**config.mk**
```make
export PLATFORM = sky130hd
export DESIGN_NAME = conv_ram_master
export DESIGN_NICKNAME = d
export VERILOG_FILES = /design/src/rtl/conv_pkg.sv /design/src/rtl/conv_addr_gen.sv /design/src/rtl/conv_ram_master.sv
export SDC_FILE = /design/constraint.sdc
export NUM_CORES = 1
export LEC_CHECK = 0
export CORE_MARGIN = 2
export CORE_UTILIZATION = 58
export CTS_CLUSTER_DIAMETER = 40
export DETAILED_ROUTE_END_ITERATION = 7
export PLACE_DENSITY = 0.84
export RECOVER_POWER = 50
export SLEW_MARGIN = 20
export SYNTH_ARGS = -nofsm -noshare
export SYNTH_HDL_FRONTEND = slang
export SYNTH_SLANG_ARGS = --single-unit
```
**constraint.sdc**
```tcl
create_clock -name clk -period 7.25 [get_ports clk]
set_input_delay 1.45 -clock clk [delete_from_list [all_inputs] [get_ports clk]]
set_output_delay 1.45 -clock clk [all_outputs]
set_load 0.005 [all_outputs]
```
**src/rtl/conv_pkg.sv**
```systemverilog
`default_nettype none
// ============================================================================
// conv_pkg -- op codes, FSM state encoding and default geometry shared by the
//             convolution RAM master and its address generator.
// Revision: 1.0
// ============================================================================
package conv_pkg;

  localparam logic [1:0] OP_KERN = 2'b00;
  localparam logic [1:0] OP_WIN  = 2'b01;
  localparam logic [1:0] OP_WR   = 2'b10;
  localparam logic [1:0] OP_RSV  = 2'b11;

  typedef enum logic [1:0] {
    S_IDLE  = 2'd0,
    S_READ  = 2'd1,
    S_DRAIN = 2'd2,
    S_WRITE = 2'd3
  } state_t;

  localparam int DEF_ADDR_W    = 12;
  localparam int DEF_DATA_W    = 8;
  localparam int DEF_KERN_BASE = 0;
  localparam int DEF_IMG_BASE  = 9;
  localparam int DEF_IMG_W     = 32;
  localparam int DEF_IMG_H     = 32;
  localparam int DEF_RES_BASE  = 2048;

  localparam logic [3:0] LAST_K = 4'd8;

  // Row-major 3x3 element index k = 3*kr + kc, split back into kr / kc.
  function automatic logic [1:0] elem_row(input logic [3:0] k);
    case (k)
      4'd0, 4'd1, 4'd2: elem_row = 2'd0;
      4'd3, 4'd4, 4'd5: elem_row = 2'd1;
      4'd6, 4'd7, 4'd8: elem_row = 2'd2;
      default:          elem_row = 2'd0;
    endcase
  endfunction

  function automatic logic [1:0] elem_col(input logic [3:0] k);
    case (k)
      4'd0, 4'd3, 4'd6: elem_col = 2'd0;
      4'd1, 4'd4, 4'd7: elem_col = 2'd1;
      4'd2, 4'd5, 4'd8: elem_col = 2'd2;
      default:          elem_col = 2'd0;
    endcase
  endfunction

endpackage : conv_pkg
`default_nettype wire

```
**src/rtl/conv_addr_gen.sv**
```systemverilog
`default_nettype none
// ============================================================================
// conv_addr_gen -- combinational RAM address and range check for one element
//                  of a kernel load, window fetch or result write.
// Revision: 1.0
// ============================================================================
module conv_addr_gen
  import conv_pkg::*;
#(
  parameter int ADDR_W    = DEF_ADDR_W,
  parameter int KERN_BASE = DEF_KERN_BASE,
  parameter int IMG_BASE  = DEF_IMG_BASE,
  parameter int IMG_W     = DEF_IMG_W,
  parameter int IMG_H     = DEF_IMG_H,
  parameter int RES_BASE  = DEF_RES_BASE
) (
  input  logic [1:0]        op,
  input  logic [5:0]        row,
  input  logic [5:0]        col,
  input  logic [3:0]        k,
  output logic [ADDR_W-1:0] addr,
  output logic              range_ok
);

  // Two guard bits keep intermediate sums exact before truncation.
  localparam int AW2 = ADDR_W + 2;

  localparam logic [AW2-1:0] C_KERN_BASE  = AW2'(KERN_BASE);
  localparam logic [AW2-1:0] C_IMG_BASE   = AW2'(IMG_BASE);
  localparam logic [AW2-1:0] C_IMG_W      = AW2'(IMG_W);
  localparam logic [AW2-1:0] C_RES_BASE   = AW2'(RES_BASE);
  localparam logic [AW2-1:0] C_RES_STRIDE = AW2'(IMG_W - 2);
  localparam logic [AW2-1:0] C_ROW_MAX    = AW2'(IMG_H - 3);
  localparam logic [AW2-1:0] C_COL_MAX    = AW2'(IMG_W - 3);

  logic [AW2-1:0] row_x;
  logic [AW2-1:0] col_x;
  logic [AW2-1:0] kr_x;
  logic [AW2-1:0] kc_x;
  logic [AW2-1:0] k_x;
  logic [AW2-1:0] full_addr;
  logic           pos_ok;

  assign row_x  = AW2'(row);
  assign col_x  = AW2'(col);
  assign kr_x   = AW2'(elem_row(k));
  assign kc_x   = AW2'(elem_col(k));
  assign k_x    = AW2'(k);
  assign pos_ok = (row_x <= C_ROW_MAX) && (col_x <= C_COL_MAX);

  always_comb begin
    full_addr = '0;
    range_ok  = 1'b0;
    case (op)
      OP_KERN: begin
        full_addr = C_KERN_BASE + k_x;
        range_ok  = 1'b1;
      end
      OP_WIN: begin
        full_addr = C_IMG_BASE + (row_x + kr_x) * C_IMG_W + (col_x + kc_x);
        range_ok  = pos_ok;
      end
      OP_WR: begin
        full_addr = C_RES_BASE + row_x * C_RES_STRIDE + col_x;
        range_ok  = pos_ok;
      end
      default: begin
        full_addr = '0;
        range_ok  = 1'b0;
      end
    endcase
  end

  assign addr = ADDR_W'(full_addr);

endmodule : conv_addr_gen
`default_nettype wire

```
**src/rtl/conv_ram_master.sv**
```systemverilog
`default_nettype none
// ============================================================================
// conv_ram_master -- sequences kernel loads, 3x3 window fetches and result
//                    writes on a single-port RAM with one-cycle read latency.
// Revision: 1.0
// ============================================================================
module conv_ram_master
  import conv_pkg::*;
#(
  parameter int ADDR_W    = DEF_ADDR_W,
  parameter int DATA_W    = DEF_DATA_W,
  parameter int KERN_BASE = DEF_KERN_BASE,
  parameter int IMG_BASE  = DEF_IMG_BASE,
  parameter int IMG_W     = DEF_IMG_W,
  parameter int IMG_H     = DEF_IMG_H,
  parameter int RES_BASE  = DEF_RES_BASE
) (
  input  logic              clk,
  input  logic              rst_n,
  input  logic              cmd_valid,
  output logic              cmd_ready,
  input  logic [1:0]        cmd_op,
  input  logic [5:0]        cmd_row,
  input  logic [5:0]        cmd_col,
  input  logic [DATA_W-1:0] cmd_wdata,
  output logic              rd_valid,
  output logic [DATA_W-1:0] rd_data,
  output logic [3:0]        rd_idx,
  output logic              rd_last,
  output logic              rd_kern,
  output logic              err,
  output logic              ram_w_en,
  output logic              ram_r_en,
  output logic [ADDR_W-1:0] ram_addr,
  output logic [DATA_W-1:0] ram_wdata,
  input  logic [DATA_W-1:0] ram_rdata
);

  state_t            state;
  logic [1:0]        op_q;
  logic [5:0]        row_q;
  logic [5:0]        col_q;
  logic [3:0]        cnt;
  logic              accept;

  logic [1:0]        ag_op;
  logic [5:0]        ag_row;
  logic [5:0]        ag_col;
  logic [3:0]        ag_k;
  logic [ADDR_W-1:0] ag_addr;
  logic              ag_ok;

  assign accept = cmd_valid && cmd_ready;

  // In IDLE the generator sees the offered command (validation plus element 0
  // address); while reading it looks one element ahead of the issued one.
  always_comb begin
    ag_op  = op_q;
    ag_row = row_q;
    ag_col = col_q;
    ag_k   = cnt + 4'd1;
    if (state == S_IDLE) begin
      ag_op  = cmd_op;
      ag_row = cmd_row;
      ag_col = cmd_col;
      ag_k   = 4'd0;
    end
  end

  conv_addr_gen #(
    .ADDR_W    (ADDR_W),
    .KERN_BASE (KERN_BASE),
    .IMG_BASE  (IMG_BASE),
    .IMG_W     (IMG_W),
    .IMG_H     (IMG_H),
    .RES_BASE  (RES_BASE)
  ) u_addr_gen (
    .op       (ag_op),
    .row      (ag_row),
    .col      (ag_col),
    .k        (ag_k),
    .addr     (ag_addr),
    .range_ok (ag_ok)
  );

  always_ff @(posedge clk or negedge rst_n) begin
    if (!rst_n) begin
      state     <= S_IDLE;
      cmd_ready <= 1'b1;
      op_q      <= OP_KERN;
      row_q     <= '0;
      col_q     <= '0;
      cnt       <= '0;
      err       <= 1'b0;
      ram_w_en  <= 1'b0;
      ram_r_en  <= 1'b0;
      ram_addr  <= '0;
      ram_wdata <= '0;
    end else begin
      err <= 1'b0;
      case (state)
        S_IDLE: begin
          if (accept) begin
            op_q      <= cmd_op;
            row_q     <= cmd_row;
            col_q     <= cmd_col;
            cnt       <= '0;
            cmd_ready <= 1'b0;
            if (!ag_ok) begin
              // Rejected commands borrow DRAIN as their single busy cycle.
              err   <= 1'b1;
              state <= S_DRAIN;
            end else if (cmd_op == OP_WR) begin
              state     <= S_WRITE;
              ram_w_en  <= 1'b1;
              ram_addr  <= ag_addr;
              ram_wdata <= cmd_wdata;
            end else begin
              state    <= S_READ;
              ram_r_en <= 1'b1;
              ram_addr <= ag_addr;
            end
          end
        end
        S_READ: begin
          if (cnt == LAST_K) begin
            state    <= S_DRAIN;
            ram_r_en <= 1'b0;
            ram_addr <= '0;
          end else begin
            cnt      <= cnt + 4'd1;
            ram_addr <= ag_addr;
          end
        end
        S_DRAIN: begin
          state     <= S_IDLE;
          cmd_ready <= 1'b1;
        end
        S_WRITE: begin
          state     <= S_IDLE;
          cmd_ready <= 1'b1;
          ram_w_en  <= 1'b0;
          ram_addr  <= '0;
        end
        default: begin
          state     <= S_IDLE;
          cmd_ready <= 1'b1;
          ram_w_en  <= 1'b0;
          ram_r_en  <= 1'b0;
        end
      endcase
    end
  end

  // Return pipeline: tags the read issued this cycle so it lines up with the
  // RAM's data one cycle later.
  always_ff @(posedge clk or negedge rst_n) begin
    if (!rst_n) begin
      rd_valid <= 1'b0;
      rd_idx   <= '0;
      rd_kern  <= 1'b0;
    end else begin
      rd_valid <= ram_r_en;
      rd_idx   <= ram_r_en ? cnt : 4'd0;
      rd_kern  <= ram_r_en && (op_q == OP_KERN);
    end
  end

  assign rd_data = ram_rdata;
  assign rd_last = rd_valid && (rd_idx == LAST_K);

endmodule : conv_ram_master
`default_nettype wire

```
==> flow_summary.json, run 1 <==
{
  "status": "complete, but fails checks",
  "violations": "max-capacitance violations, max-slew violations",
  "initial_core_util": 0.597,
  "synth-edff-count": 0,
  "nFillCells": 515,
  "fin_crit_ns": 5.60,
  "dp.final_hpwl_um": 6610,
  "coreArea_um2": 6790,
  "grtUsageTotal": 0.231,
  "root_buffer": "clkbuf_8",
  "cp-end-kind": "register",
  "grt_max_degree": 51,
  "synth.area.top_cells": "dfrtp_1 (30%), ha_1 (13%), nand2_1 (6.3%), fa_1 (4.9%), xnor2_1 (3.7%)",
  "drc": 0,
  "gp_congestion": 0.902,
  "syn_nets": 519,
  "routed_via_density": 5.69,
  "drt-total-wl_um": 8530,
  "diodes": 0,
  "post-synth-top-count-cell": "nand2_1",
  "synthArstFlopShare": 1.00,
  "syn_avg_cell_area_um2": 9.32,
  "reg2reg_to": "ram_addr[10]",
  "grt_pass1_wl_um": 14100,
  "ctsLongestPathBuffers": 2,
  "ys_seq_area_frac": 0.309,
  "crit_end": "ram_addr[10]",
  "ff2ff_path_depth": 16,
  "synth_common_cells": "nand2_1 (68), dfrtp_1 (49), ha_1 (41)",
  "first_iter_violations": 172,
  "hold_viol": 0,
  "start_kind": "input pin",
  "finalSetupViolCount": 0,
  "worst_pin_slew_ns": 2.57,
  "grt_pass1_vias": 3076,
  "io_pins": 72,
  "post_cts_resized": 0,
  "drt-pass1-iter-count": 5,
  "antenna_found_initial": 0,
  "path_max_fanout": 8,
  "min_path_type": "register to register",
  "fp-row-count": 30,
  "rrSetupSlack_ns": 1.91,
  "synth_top_area_share": 0.302,
  "critPathKind": "input pin to register",
  "postCtsSetupBuffers": 0,
  "synth_top_area_cell": "dfrtp_1",
  "min_period_over_period": 0.773,
  "ys_warn_count": 0,
  "grt_overflow_total": 0,
  "synth_flop_cell": "dfrtp_1",
  "cts_hold_buf": 0,
  "slew_violations": 51,
  "fin_setup_tns_ns": 0,
  "cts-htree-levels": 2,
  "fmax_mhz": 178,
  "placed_cell_area_um2": 4610,
  "dieHeight_um": 87.6,
  "die-area_um2": 7670,
  "synthCells": 435,
  "final_nets": 564,
  "postRouteAntennaNets": 0,
  "syn_area_um2": 4050,
  "relSlewSlack": -0.711,
  "cap_viol_max_count": 1,
  "drive_above_1_share": 0.0748,
  "cts_tree": "done",
  "dieWidth_um": 87.6,
  "crit_path_start": "cmd_row[3]",
  "insertion_delay_ns": 0.31,
  "fin_util": 0.693,
  "ys_ff_latch": 50,
  "ys_types": 63,
  "wl_per_cell_um": 14.8,
  "final_area_um2": 4710,
  "cts_sinks": 50,
  "regToRegStartpoint": "state[0]",
  "clk_pin_slew_worst_paths_ns": 0.10,
  "port_buffers": 55,
  "synthToLayoutAreaGrowth_pct": 16.1,
  "via_count": 3282,
  "rsz0062_at_grt": "no",
  "cp.arrival_ns": 5.80,
  "clock_skew_ns": 0.00711,
  "cp.required_ns": 7.44,
  "cts_buffers": 5
}
==> sequential cells by signal, summed over array words and instances (netlist names) <==
| register | flops |
|---|---|
| ram_addr | 12 |
| ram_wdata | 8 |
| col_q | 6 |
| row_q | 6 |
| cnt | 4 |
| rd_idx | 4 |
| op_q | 2 |
| state | 2 |
| cmd_ready | 1 |
| err | 1 |
| ram_r_en | 1 |
| ram_w_en | 1 |
| rd_kern | 1 |
| rd_valid | 1 |
==> stage by stage <==
stage	setup WS, ns	cells	hold WS, ns
3_5_place_dp	1.31	569	0.448
3_3_place_gp	1.44	569	0.442
2_1_floorplan	2.13	435	0.426
6_report	1.65	577	0.462
4_1_cts	1.61	577	0.462
5_1_grt	1.31	577	0.484
==> worst min-delay path by stage <==
stage,start,end,slack [ns],depth (start not counted)
after floorplan,op_q[1],rd_kern,0.43,1
after global placement,op_q[1],rd_kern,0.44,1
after detailed placement,op_q[1],rd_kern,0.45,1
after CTS,op_q[1],rd_kern,0.46,1
after global routing,op_q[1],rd_kern,0.48,1
final,op_q[1],rd_kern,0.46,1
==> final cells by class <==
class | instances | area [um^2] | share of cell area
flip-flops and latches | 50 | 1250 | 0.266
clock inverters | 2 | 17.5 | 0.00372
repair buffers | 57 | 556 | 0.118
clock buffers | 6 | 82.6 | 0.0175
well taps | 96 | 120 | 0.0255
inverters | 29 | 109 | 0.0231
multi-input cells | 337 | 2570 | 0.546
==> logic make-up after synthesis <==
family | count (synthesis) | synth area share
compound gates | 82 | 0.144
xor+xnor | 30 | 0.0648
fa+ha+maj | 51 | 0.176
buf+inv | 48 | 0.0568
flops | 50 | 0.309
mux | 24 | 0.0664
simple gates | 150 | 0.183
==> worst max-delay path, cell delays in order <==
cell,delay (ns)
clkdlybuf4s50_1,0.42
mux2i_1,0.46
inv_1,0.35
ha_1,0.38
inv_1,0.05
fa_1,0.50
inv_1,0.04
ha_1,0.33
nor2b_1,0.16
o31a_1,0.26
or4b_2,0.60
nand3_1,0.16
nand4_1,0.13
xor2_1,0.15
nor3_1,0.07
a221o_1,0.29
==> cell usage in the layout, fill, tap and decap left out, types with 13 or more instances in the layout <==
| master | netlist | final |
|---|---|---|
| xnor2_1 | 17 | 17 |
| dfrtp_1 | 49 | 49 |
| mux2_2 | 13 | 13 |
| o21ai_0 | 16 | 16 |
| xor2_1 | 13 | 13 |
| clkdlybuf4s50_1 | 0 | 42 |
| nor2_1 | 24 | 24 |
| nand3_1 | 13 | 13 |
| ha_1 | 41 | 41 |
| inv_1 | 28 | 28 |
| nand2_1 | 68 | 68 |
==> per-layer routing <==
layer  global-route usage  wire length, um  vias to the layer above
li1                     -                -                     1613
met1                0.329             4050                     1570
met2                0.363             3920                       86
met3               0.0405              424                       13
met4               0.0699              133                        0
met5                    0                0                        -
Power of run 1 is not shown: default switching activity piles up to over one toggle a cycle in this logic, so the estimate is an artifact.
==> run 2, diff against run 1 <==
Settings changed: CORE_UTILIZATION 58 to 49, PLACE_DENSITY 0.84 to 0.75.
Clock period 7.25 ns to 4.49 ns, I/O delays scaled along.
==> run 2 against run 1 <==
  * The run still ends with max-capacitance violations, max-slew violations left
  * Core utilization shrank 2.7 points
  * Flip-flop and latch count stayed put
  * Final cell count is 13% higher
  * Wire length is 13% higher
  * Hold slack got worse by 0.0058 ns
  * Worst setup slack got worse by 1.6 ns
  * First-iteration DRC count up 27%
  * Critical path depth is 4 higher
  * Register-to-register slack lost 1.8 ns
  * Die area rose by 17%
  * Final area is 15% higher
==> flow_summary.json, run 2 (synthesis gave the netlist of run 1 again) <==
{
  "drt-pass1-iter-count": 5,
  "insertion_delay_ns": 0.31,
  "cts_tree": "done",
  "violations": "max-capacitance violations, max-slew violations",
  "final_nets": 628,
  "coreArea_um2": 8130,
  "min_path_type": "register to register",
  "fin_cells": 650,
  "relSlewSlack": -0.738,
  "drt-total-wl_um": 9620,
  "wl_per_cell_um": 14.8,
  "nFillCells": 601,
  "hold_viol": 0,
  "fin_ws_ns": 0.0780,
  "status": "complete, but fails checks",
  "grt_pass1_wl_um": 15800,
  "dieWidth_um": 95.0,
  "worst_pin_slew_ns": 2.61,
  "finalSetupViolCount": 0,
  "fin_setup_tns_ns": 0,
  "drc": 0,
  "path_max_fanout": 6,
  "cts_sinks": 50,
  "min_period_over_period": 0.983,
  "place_ws_ns": -0.483,
  "fin_crit_ns": 4.41,
  "first_iter_violations": 218,
  "ctsLongestPathBuffers": 2,
  "gp_congestion": 0.931,
  "dp.final_hpwl_um": 7360,
  "regMostFlops": "ram_addr",
  "die-area_um2": 9020,
  "cp.required_ns": 4.69,
  "top_regs": "ram_addr (12), ram_wdata (8)",
  "final_cell_mix": "nand2_1 (67), buf_4 (61), dfrtp_1 (47), clkdlybuf4s50_1 (45), ha_1 (35)",
  "clk_pin_slew_worst_paths_ns": 0.09,
  "cap_viol_max_count": 1,
  "diodes": 0,
  "cts-htree-levels": 2,
  "final_area_um2": 5420,
  "placed_cell_area_um2": 4980,
  "min_path_cells": 1,
  "dp.cells": 621,
  "cp.arrival_ns": 4.61,
  "grt_pass1_vias": 3451,
  "start_kind": "input pin",
  "postRouteAntennaNets": 0,
  "holdPathEnd": "rd_kern",
  "cts_hold_buf": 0,
  "dieHeight_um": 95.0,
  "grtUsageTotal": 0.219,
  "synthToLayoutAreaGrowth_pct": 33.7,
  "largest_reg_flops": 12,
  "fmax_mhz": 227,
  "slew_violations": 51,
  "port_buffers": 55,
  "antenna_found_initial": 0,
  "clock_skew_ns": 0.00464,
  "io_pins": 72,
  "drive_above_1_share": 0.239,
  "ff2ff_path_depth": 20,
  "root_buffer": "clkbuf_8",
  "grt_max_degree": 51,
  "cts_buffers": 5,
  "routed_via_density": 5.53,
  "hold_path_startpoint": "op_q[1]",
  "critPathKind": "input pin to register",
  "final_common_cell": "nand2_1",
  "reg2reg_to": "ram_addr[9]",
  "cp-end-kind": "register",
  "rrSetupSlack_ns": 0.15,
  "fp-row-count": 33,
  "via_count": 3596,
  "grt_overflow_total": 0,
  "regToRegStartpoint": "state[0]",
  "initial_core_util": 0.498
}
-- run 2: changes by cell type in the layout (fill, tap and decap cells not counted), sizes merged --
cell	delta
clkdlybuf4s50	+3
dlymetal6s2s	+4
buf	+64
dlygate4sd2	+1
dlygate4sd3	-8
clkinv	-1
bufinv	+1
-- run 2: final cells by class --
type	count	area, um^2	area share
tap	105	131	0.0242
inverter	29	109	0.0201
sequential	50	1250	0.232
multi-input combinational	337	2750	0.508
clock inverter	2	38.8	0.00716
timing repair buffer	121	1060	0.196
clock buffer	6	72.6	0.0134
-- run 2: layer usage --
layer	share of wire	GRT usage	vias to the layer above
met2	0.49	0.371	135
met5	0	0	-
met4	0.012	0.0483	0
met1	0.44	0.297	1707
met3	0.056	0.0327	16
li1	-	-	1738
-- run 2: worst max-delay path by stage --
stage	depth (start not counted)	endpoint	start	slack, ns
2_1_floorplan	21	ram_addr[10]	state[0]	0.02
3_3_place_gp	19	ram_addr[10]	cmd_row[0]	-0.33
3_5_place_dp	19	ram_addr[10]	cmd_row[0]	-0.48
4_1_cts	20	ram_addr[8]	cnt[1]	0.02
5_1_grt	20	ram_addr[9]	cmd_row[0]	-0.01
6_report	20	ram_addr[9]	cmd_row[0]	0.08
-- run 2: stage by stage --
step,hold slack [ns],util
6_report,0.456,0.666
5_1_grt,0.496,0.666
4_1_cts,0.455,0.638
3_5_place_dp,0.447,0.613
3_3_place_gp,0.446,0.613
2_1_floorplan,0.426,-
-- run 2: repair_timing --
item                       CTS  global route
resized for setup            7            35
setup buffers                9            12
setup endpoints to repair    4             5
pin swaps                    4            16
hold endpoints to repair     0             0
-- run 2: critical path, cell delays in order --
cell	delay [ns]
dlygate4sd2_1	0.25
mux2i_2	0.21
inv_2	0.08
buf_4	0.14
buf_4	0.12
buf_4	0.12
buf_4	0.12
buf_4	0.12
buf_4	0.12
buf_4	0.14
ha_4	0.17
fa_1	0.60
ha_4	0.22
buf_4	0.15
and3_1	0.15
a221o_1	0.36
buf_4	0.15
nand2_1	0.07
xor2_1	0.10
a221o_1	0.33
Power of run 2 is left out for the same reason.
